File: src/rtl/neo_pkg.sv
`default_nettype none
// ============================================================================
// Package : neo_pkg
// Shared types, default timing and width helpers for the NeoPixel strand engine.
// Rev     : 1.0 - initial release
// ============================================================================
package neo_pkg;

  localparam int DEF_NUM_PIXELS   = 8;
  localparam int DEF_T0H          = 18;
  localparam int DEF_T0L          = 40;
  localparam int DEF_T1H          = 35;
  localparam int DEF_T1L          = 30;
  localparam int DEF_LATCH_CYCLES = 2500;

  typedef enum logic [1:0] {
    COLOR_RED   = 2'b00,
    COLOR_BLUE  = 2'b01,
    COLOR_GREEN = 2'b10,
    COLOR_WHITE = 2'b11
  } color_sel_e;

  typedef enum logic [1:0] {
    ST_IDLE  = 2'd0,
    ST_HIGH  = 2'd1,
    ST_LOW   = 2'd2,
    ST_LATCH = 2'd3
  } state_e;

  typedef enum logic [1:0] {
    PH_IDLE = 2'd0,
    PH_HIGH = 2'd1,
    PH_LOW  = 2'd2
  } phase_e;

  // Wire order on the strand is G, R, B, so G sits in the top byte.
  typedef struct packed {
    logic [7:0] g;
    logic [7:0] r;
    logic [7:0] b;
  } pixel_t;

  // Bits needed to hold the value n.
  function automatic int width_for(input int n);
    return (n <= 1) ? 1 : $clog2(n + 1);
  endfunction

  // Bits needed to index n items.
  function automatic int index_width(input int n);
    return (n <= 2) ? 1 : $clog2(n);
  endfunction

  function automatic int max2(input int a, input int b);
    return (a > b) ? a : b;
  endfunction

endpackage
`default_nettype wire

File: src/rtl/neo_strand_engine_if.sv
`default_nettype none
// ============================================================================
// Interface : neo_strand_engine_if
// Front-end load/send bus and strand-side status; NEO_BRIGHTNESS_EN adds brightness.
// Rev       : 1.0 - initial release
// ============================================================================
interface neo_strand_engine_if #(
  parameter int NUM_PIXELS = 8
);
  import neo_pkg::*;

  localparam int PW = index_width(NUM_PIXELS);

  logic          load_color;
  logic [PW-1:0] pixel_index;
  logic [1:0]    color_index;
  logic [7:0]    color_level;
  logic          send_it;
`ifdef NEO_BRIGHTNESS_EN
  logic [7:0]    brightness;
`endif
  logic          neo_data;
  logic          ready_to_load;
  logic          ready_to_send;
  logic          busy;

`ifdef NEO_BRIGHTNESS_EN
  modport master (
    output load_color, pixel_index, color_index, color_level, send_it, brightness,
    input  neo_data, ready_to_load, ready_to_send, busy
  );
  modport slave (
    input  load_color, pixel_index, color_index, color_level, send_it, brightness,
    output neo_data, ready_to_load, ready_to_send, busy
  );
`else
  modport master (
    output load_color, pixel_index, color_index, color_level, send_it,
    input  neo_data, ready_to_load, ready_to_send, busy
  );
  modport slave (
    input  load_color, pixel_index, color_index, color_level, send_it,
    output neo_data, ready_to_load, ready_to_send, busy
  );
`endif

endinterface
`default_nettype wire

File: src/rtl/neo_bit_encoder.sv
`default_nettype none
// ============================================================================
// Module : neo_bit_encoder
// Produces one WS2812 bit waveform (high then low phase) per accepted start.
// Rev    : 1.0 - initial release
// ============================================================================
module neo_bit_encoder
  import neo_pkg::*;
#(
  parameter int T0H = DEF_T0H,
  parameter int T0L = DEF_T0L,
  parameter int T1H = DEF_T1H,
  parameter int T1L = DEF_T1L
) (
  input  logic clock,
  input  logic reset,
  input  logic start_i,
  input  logic bit_i,
  output logic data_o,
  output logic done_o
);

  localparam int CW = width_for(max2(max2(T0H, T0L), max2(T1H, T1L)));
  localparam logic [CW-1:0] T0H_LOAD = CW'(T0H - 1);
  localparam logic [CW-1:0] T0L_LOAD = CW'(T0L - 1);
  localparam logic [CW-1:0] T1H_LOAD = CW'(T1H - 1);
  localparam logic [CW-1:0] T1L_LOAD = CW'(T1L - 1);

  phase_e        phase_q, phase_d;
  logic [CW-1:0] cnt_q;
  logic          bit_q;
  logic          data_q;
  logic          cnt_zero;
  logic          take;

  assign cnt_zero = (cnt_q == '0);
  // A start in the last low cycle chains straight into the next bit.
  assign take = start_i && ((phase_q == PH_IDLE) || ((phase_q == PH_LOW) && cnt_zero));

  always_ff @(posedge clock or posedge reset) begin
    if (reset) phase_q <= PH_IDLE;
    else       phase_q <= phase_d;
  end

  always_comb begin
    phase_d = phase_q;
    case (phase_q)
      PH_IDLE: if (start_i) phase_d = PH_HIGH;
      PH_HIGH: if (cnt_zero) phase_d = PH_LOW;
      PH_LOW:  if (cnt_zero) phase_d = start_i ? PH_HIGH : PH_IDLE;
      default: phase_d = PH_IDLE;
    endcase
  end

  always_comb begin
    done_o = (phase_q == PH_LOW) && cnt_zero;
    data_o = data_q;
  end

  always_ff @(posedge clock or posedge reset) begin
    if (reset) begin
      cnt_q  <= '0;
      bit_q  <= 1'b0;
      data_q <= 1'b0;
    end else begin
      data_q <= (phase_d == PH_HIGH);
      if (take) begin
        cnt_q <= bit_i ? T1H_LOAD : T0H_LOAD;
        bit_q <= bit_i;
      end else if ((phase_q == PH_HIGH) && cnt_zero) begin
        cnt_q <= bit_q ? T1L_LOAD : T0L_LOAD;
      end else if (!cnt_zero) begin
        cnt_q <= cnt_q - CW'(1);
      end
    end
  end

endmodule
`default_nettype wire

File: src/rtl/neo_strand_engine.sv
`default_nettype none
// ============================================================================
// Module : neo_strand_engine
// Double-buffered NeoPixel strand driver; NEO_BRIGHTNESS_EN enables per-frame brightness.
// Rev    : 1.0 - initial release
// ============================================================================
module neo_strand_engine
  import neo_pkg::*;
#(
  parameter int NUM_PIXELS   = DEF_NUM_PIXELS,
  parameter int T0H          = DEF_T0H,
  parameter int T0L          = DEF_T0L,
  parameter int T1H          = DEF_T1H,
  parameter int T1L          = DEF_T1L,
  parameter int LATCH_CYCLES = DEF_LATCH_CYCLES
) (
  input  logic               clock,
  input  logic               reset,
  neo_strand_engine_if.slave bus
);

  localparam int PW         = index_width(NUM_PIXELS);
  localparam int TOTAL_BITS = NUM_PIXELS * 24;
  localparam int BW         = width_for(TOTAL_BITS);
  localparam int LW         = width_for(LATCH_CYCLES);
  localparam logic [BW-1:0] TOTAL_BITS_C = BW'(TOTAL_BITS);
  localparam logic [LW-1:0] LATCH_LOAD   = LW'(LATCH_CYCLES - 1);
  localparam logic [PW:0]   NUM_PIX_C    = (PW + 1)'(NUM_PIXELS);

  pixel_t [NUM_PIXELS-1:0] shadow_q, shadow_d;
  pixel_t [NUM_PIXELS-1:0] active_q;
  state_e        state_q, state_d;
  logic          first_q;
  logic [BW-1:0] bit_cnt_q;
  logic [PW-1:0] pix_q;
  logic [4:0]    bitpos_q;
  logic [LW-1:0] latch_cnt_q;
`ifdef NEO_BRIGHTNESS_EN
  logic [7:0]    bright_q;
`endif

  logic   accept;
  logic   enc_start;
  logic   enc_bit;
  logic   enc_data;
  logic   enc_done;
  logic   more_bits;
  pixel_t cur_pixel;
  logic [7:0] raw_byte;
  logic [7:0] tx_byte;

  // shadow_d is the post-write image, so a send in the same cycle captures the write.
  always_comb begin
    shadow_d = shadow_q;
    if (bus.load_color && ({1'b0, bus.pixel_index} < NUM_PIX_C)) begin
      case (color_sel_e'(bus.color_index))
        COLOR_RED:   shadow_d[bus.pixel_index].r = bus.color_level;
        COLOR_BLUE:  shadow_d[bus.pixel_index].b = bus.color_level;
        COLOR_GREEN: shadow_d[bus.pixel_index].g = bus.color_level;
        default: begin
          shadow_d[bus.pixel_index].g = bus.color_level;
          shadow_d[bus.pixel_index].r = bus.color_level;
          shadow_d[bus.pixel_index].b = bus.color_level;
        end
      endcase
    end
  end

  always_ff @(posedge clock or posedge reset) begin
    if (reset) shadow_q <= '0;
    else       shadow_q <= shadow_d;
  end

  always_ff @(posedge clock or posedge reset) begin
    if (reset) state_q <= ST_IDLE;
    else       state_q <= state_d;
  end

  always_comb begin
    state_d = state_q;
    case (state_q)
      ST_IDLE: if (bus.send_it) state_d = ST_HIGH;
      ST_HIGH, ST_LOW: begin
        if (enc_done)                                         state_d = more_bits ? ST_HIGH : ST_LATCH;
        else if ((state_q == ST_HIGH) && !first_q && !enc_data) state_d = ST_LOW;
      end
      ST_LATCH: if (latch_cnt_q == '0) state_d = ST_IDLE;
      default: state_d = ST_IDLE;
    endcase
  end

  always_comb begin
    accept            = (state_q == ST_IDLE) && bus.send_it;
    bus.ready_to_send = (state_q == ST_IDLE);
    bus.busy          = (state_q != ST_IDLE);
    bus.ready_to_load = 1'b1;
    bus.neo_data      = enc_data;
    enc_start         = 1'b0;
    if ((state_q == ST_HIGH) && first_q)
      enc_start = 1'b1;
    else if (((state_q == ST_HIGH) || (state_q == ST_LOW)) && enc_done && more_bits)
      enc_start = 1'b1;
  end

  assign more_bits = (bit_cnt_q != TOTAL_BITS_C);
  assign cur_pixel = active_q[pix_q];

  always_comb begin
    case (bitpos_q[4:3])
      2'd1:    raw_byte = cur_pixel.r;
      2'd2:    raw_byte = cur_pixel.b;
      default: raw_byte = cur_pixel.g;
    endcase
`ifdef NEO_BRIGHTNESS_EN
    tx_byte = 8'((16'(raw_byte) * (16'(bright_q) + 16'd1)) >> 8);
`else
    tx_byte = raw_byte;
`endif
    enc_bit = tx_byte[3'd7 - bitpos_q[2:0]];
  end

  always_ff @(posedge clock or posedge reset) begin
    if (reset) begin
      active_q    <= '0;
      first_q     <= 1'b0;
      bit_cnt_q   <= '0;
      pix_q       <= '0;
      bitpos_q    <= '0;
      latch_cnt_q <= '0;
`ifdef NEO_BRIGHTNESS_EN
      bright_q    <= '0;
`endif
    end else begin
      if (accept) begin
        active_q  <= shadow_d;
        first_q   <= 1'b1;
        bit_cnt_q <= '0;
        pix_q     <= '0;
        bitpos_q  <= '0;
`ifdef NEO_BRIGHTNESS_EN
        bright_q  <= bus.brightness;
`endif
      end else if (enc_start) begin
        first_q   <= 1'b0;
        bit_cnt_q <= bit_cnt_q + BW'(1);
        if (bitpos_q == 5'd23) begin
          bitpos_q <= '0;
          pix_q    <= pix_q + PW'(1);
        end else begin
          bitpos_q <= bitpos_q + 5'd1;
        end
      end
      if (state_q == ST_LATCH) latch_cnt_q <= latch_cnt_q - LW'(1);
      else                     latch_cnt_q <= LATCH_LOAD;
    end
  end

  neo_bit_encoder #(
    .T0H (T0H),
    .T0L (T0L),
    .T1H (T1H),
    .T1L (T1L)
  ) u_encoder (
    .clock   (clock),
    .reset   (reset),
    .start_i (enc_start),
    .bit_i   (enc_bit),
    .data_o  (enc_data),
    .done_o  (enc_done)
  );

endmodule
`default_nettype wire

File: src/flat_wrapper.sv
// flat-port wrapper written by rule: the top's interface ports become plain ports
module neo_strand_engine_flat import neo_pkg::*;
#(
  parameter int NUM_PIXELS   = DEF_NUM_PIXELS,
  parameter int T0H          = DEF_T0H,
  parameter int T0L          = DEF_T0L,
  parameter int T1H          = DEF_T1H,
  parameter int T1L          = DEF_T1L,
  parameter int LATCH_CYCLES = DEF_LATCH_CYCLES
)
  (clock, reset, bus_load_color, bus_pixel_index, bus_color_index, bus_color_level, bus_send_it, bus_neo_data, bus_ready_to_load, bus_ready_to_send, bus_busy);
  neo_strand_engine_if #(.NUM_PIXELS(NUM_PIXELS)) bus_i ();
  input  logic clock;
  input  logic reset;
  input wire logic [$bits(bus_i.load_color)-1:0] bus_load_color;
  input wire logic [$bits(bus_i.pixel_index)-1:0] bus_pixel_index;
  input wire logic [$bits(bus_i.color_index)-1:0] bus_color_index;
  input wire logic [$bits(bus_i.color_level)-1:0] bus_color_level;
  input wire logic [$bits(bus_i.send_it)-1:0] bus_send_it;
  output wire logic [$bits(bus_i.neo_data)-1:0] bus_neo_data;
  output wire logic [$bits(bus_i.ready_to_load)-1:0] bus_ready_to_load;
  output wire logic [$bits(bus_i.ready_to_send)-1:0] bus_ready_to_send;
  output wire logic [$bits(bus_i.busy)-1:0] bus_busy;
  assign bus_i.load_color = bus_load_color;
  assign bus_i.pixel_index = bus_pixel_index;
  assign bus_i.color_index = bus_color_index;
  assign bus_i.color_level = bus_color_level;
  assign bus_i.send_it = bus_send_it;
  assign bus_neo_data = bus_i.neo_data;
  assign bus_ready_to_load = bus_i.ready_to_load;
  assign bus_ready_to_send = bus_i.ready_to_send;
  assign bus_busy = bus_i.busy;
  neo_strand_engine #(.NUM_PIXELS(NUM_PIXELS), .T0H(T0H), .T0L(T0L), .T1H(T1H), .T1L(T1L), .LATCH_CYCLES(LATCH_CYCLES)) u_core (.clock(clock), .reset(reset), .bus(bus_i));
endmodule
File: config.mk
export PLATFORM = sky130hd
export DESIGN_NAME = neo_strand_engine_flat
export DESIGN_NICKNAME = d
export VERILOG_FILES = /design/src/rtl/neo_pkg.sv /design/src/rtl/neo_strand_engine_if.sv /design/src/rtl/neo_bit_encoder.sv /design/src/rtl/neo_strand_engine.sv /design/src/flat_wrapper.sv
export SDC_FILE = /design/constraint.sdc
export NUM_CORES = 1
export LEC_CHECK = 0
export ABC_AREA = 1
export CAP_MARGIN = 20
export CORE_UTILIZATION = 40
export CTS_CLUSTER_SIZE = 14
export DETAILED_ROUTE_END_ITERATION = 10
export GPL_TIMING_DRIVEN = 0
export PLACE_DENSITY = 0.54
export SETUP_SLACK_MARGIN = 0.3
export SYNTH_ARGS = -nofsm -noshare
export SYNTH_HDL_FRONTEND = slang
export SYNTH_HIERARCHICAL = 1
export SYNTH_SLANG_ARGS = --single-unit
File: constraint.sdc
create_clock -name clock -period 13.5 [get_ports clock]
set_input_delay 1.35 -clock clock [delete_from_list [all_inputs] [get_ports clock]]
set_output_delay 1.35 -clock clock [all_outputs]
set_load 0.02 [all_outputs]
==> metrics.txt <==
final worst slack 9720 ps; dpl cell area 20000 sq um; Async SR Flop Fraction 100%; Synth area leaders dfrtp_1, nand2_1, o21ai_0, nand3_1, inv_1; pin count of the biggest net entering global routing 127; Starting Density between 40% and 50%; biggest area consumer among synthesized cells dfrtp_1; Post-Place Worst Slack 9180 ps; critical path's largest stage delay 780 ps; GPL Wtd Cong 0.980; Placeable Area around 47000 sq um; DRC viols 2; First-pass DRT Iterations 8; Antenna Violating Nets Remaining 0; Warnings, synthesis 6; Fin Clk Skew 39.3 ps; Ports 21; Final Slew Violations 0; RSZ-0062 raised after global routing false; dpl cells 2903; PortBufs 11; register area share after synthesis a little under three fifths; worst hold-check path type flop to flop; LEAKAGE 9.99 nW; Remaining Overflow, GRT 0; # rows 79; CP Launch Type primary input; drt via density 5.49; failing checks DRC; Main synth FF type dfrtp_1; DRT iter0 DRCs 2005; Area growth, synth to finish 14.3%; fmax ~260 MHz; CTS Buf Count between 40 and 50; die span in y 220 um; fin area 21600 sq um; setup slack, reg-to-reg 10370 ps; r2r worst-path depth 8; syn_area_per_cell 8.31 sq um; clock-pin slew on the worst setup and hold paths 60 ps; area share of the largest cell type after synthesis between 50% and 60%; Die X-Extent ~220 um; RR Startpoint u_core/state_q[0]; Post-synth EDFFs 0; Resize count post-CTS 0; antenna violations before repair 0; CP max FO 10; Post-Layout Cell Count 2991; Mapped Cells 2277; Vias 16400; commonest non-fill, non-tap cell in the layout nand2_1; post-synthesis net count 2307; final hold violation count 0; layout cells sized above 1 between 6 and 7%; commonest cells after routing, fill and taps aside nand2_1, dfrtp_1, o21ai_0; die area 48200 sq um; clk sinks 425; clk_lat worst skew 610 ps; reg2reg end u_core/active_q[143]; first-pass GRT wire length 105000 um; Post-CTS Hold Buffers 0; final setup fails 0; critical hold path startpoint u_core/latch_cnt_q[0]; Final Cycle Share between 20 and 30%; worst relative slew slack 16.7%; CP cell instances clkdlybuf4s50_1 -> nand2_1 -> clkbuf_1 -> clkbuf_1 -> o21ai_0 -> nand2_1 -> o21ai_0; slowest CP cell clkbuf_1; Setup Buffers After CTS 0; Hold Path End u_core/latch_cnt_q[0]; Crit Path Category primary input to flop; Yosys cell types 39; Final nets 2376; Cell Pwr Density 219 nW/um^2; crit path DAT ~4200 ps; vias in the first global route roughly 16000; Synth Register Bits 425; Longest Clk Path Bufs 3; total track usage 30.4%; final core utilization between 40% and 50%; Req. time, crit path 13960 ps; Max VDD drop around 0.11 mV; CTS tree yes; deepest level of the CTS H-tree 2; Setup TNS 0 ps; CTS Root Cell clkbuf_16; worst slew pin tran 1250 ps; drt wl/cell around 24 um; DRT Wirelength 71700 um; diodes inserted 0; Min-Delay Path Depth 1; crit path time final 3780 ps; max_cap viols 0; status finished, violations left; mapped cell area ~19000 sq um; Crit. End Element flop; dpl hpwl 51200 um
-- stage by stage --
step / hold slack, ps / total power (W)
after floorplan: 409 / 0.00272
after global placement: 423 / 0.00333
after detailed placement: 428 / 0.00334
after CTS: 437 / 0.00473
after global routing: 472 / 0.00498
final: 434 / 0.00474
-- state kept, by name, indices dropped and copies added, names as in the netlist --
| register | flops |
|---|---|
| u_core/u_encoder/cnt_q | 6 |
| u_core/active_q | 192 |
| u_core/first_q | 1 |
| u_core/bit_cnt_q | 8 |
| u_core/state_q | 2 |
| u_core/u_encoder/data_o | 1 |
| u_core/u_encoder/bit_q | 1 |
| u_core/shadow_q | 192 |
| u_core/pix_q | 3 |
| u_core/latch_cnt_q | 12 |
| u_core/u_encoder/phase_q | 2 |
| u_core/bitpos_q | 5 |
-- metal layers --
| metal | track usage, % | wire [um] |
|---|---|---|
| met2 | 46.2 | 31500 |
| met4 | 14.2 | 3320 |
| met1 | 43.1 | 32200 |
| met5 | 0 | 0 |
| met3 | 4.00 | 4620 |
-- cell type report --
class                   instances  area [sq um]
fillers                      4615         25000
flip-flops and latches        425         10600
multi-input cells            1506          6960
clock buffers                  71          1440
inverters                     205           779
well taps                     607           759
plain buffers                 141           563
repair buffers                 20           275
clock inverters                16           226
-- synth_stat cells, types with 5 or more instances --
cell      instances
ha_1             13
nand2_1         681
nor3_1            8
o21ai_1          52
dfrtp_1         425
nand4_1           7
nand3_1         174
o21ai_0         414
buf_1            30
clkinv_1          5
o211ai_1         16
clkbuf_1         91
o31ai_2           6
inv_2            11
a21oi_1          44
inv_1           188
buf_2            17
nor2_1           58
-- cell families (layout without fill, tap and decap cells) --
kind of cell,Yosys count,after routing,share of synthesized area [%]
AOI/OAI and AO/OA,538,538,14.8
xor gates and xnor gates,5,5,0.231
and+or+nand+nor,949,949,20.9
other,1,1,0.0198
DFF,425,425,56.2
adders and majority gates,13,13,0.859
buffers and inverters,346,453,7.05
-- report_power, final --
group,internal [W],switching [W]
combinational,0.000416,0.00116
clock,0.000832,0.000545
sequential,0.00164,0.000147
-- worst max-delay path by stage --
stage | startpoint | endpoint | slack (ps) | cells after the start
floorplan | reset | u_core/active_q[0] | 600 | 1
finish | bus_load_color | u_core/active_q[0] | 9720 | 7
CTS | bus_load_color | u_core/active_q[0] | 9800 | 7
detailed placement | bus_load_color | u_core/active_q[0] | 9180 | 7
global placement | reset | u_core/active_q[75] | -4810 | 2
global route | bus_load_color | u_core/active_q[0] | 9640 | 7
-- critical path, delay by kind of cell --
family / cells / cell delay [ps]
compound gates: 2 / 430
buf+inv: 3 / 2050
simple gates: 2 / 390
No activity file was read; power rests on OpenSTA's default activity.
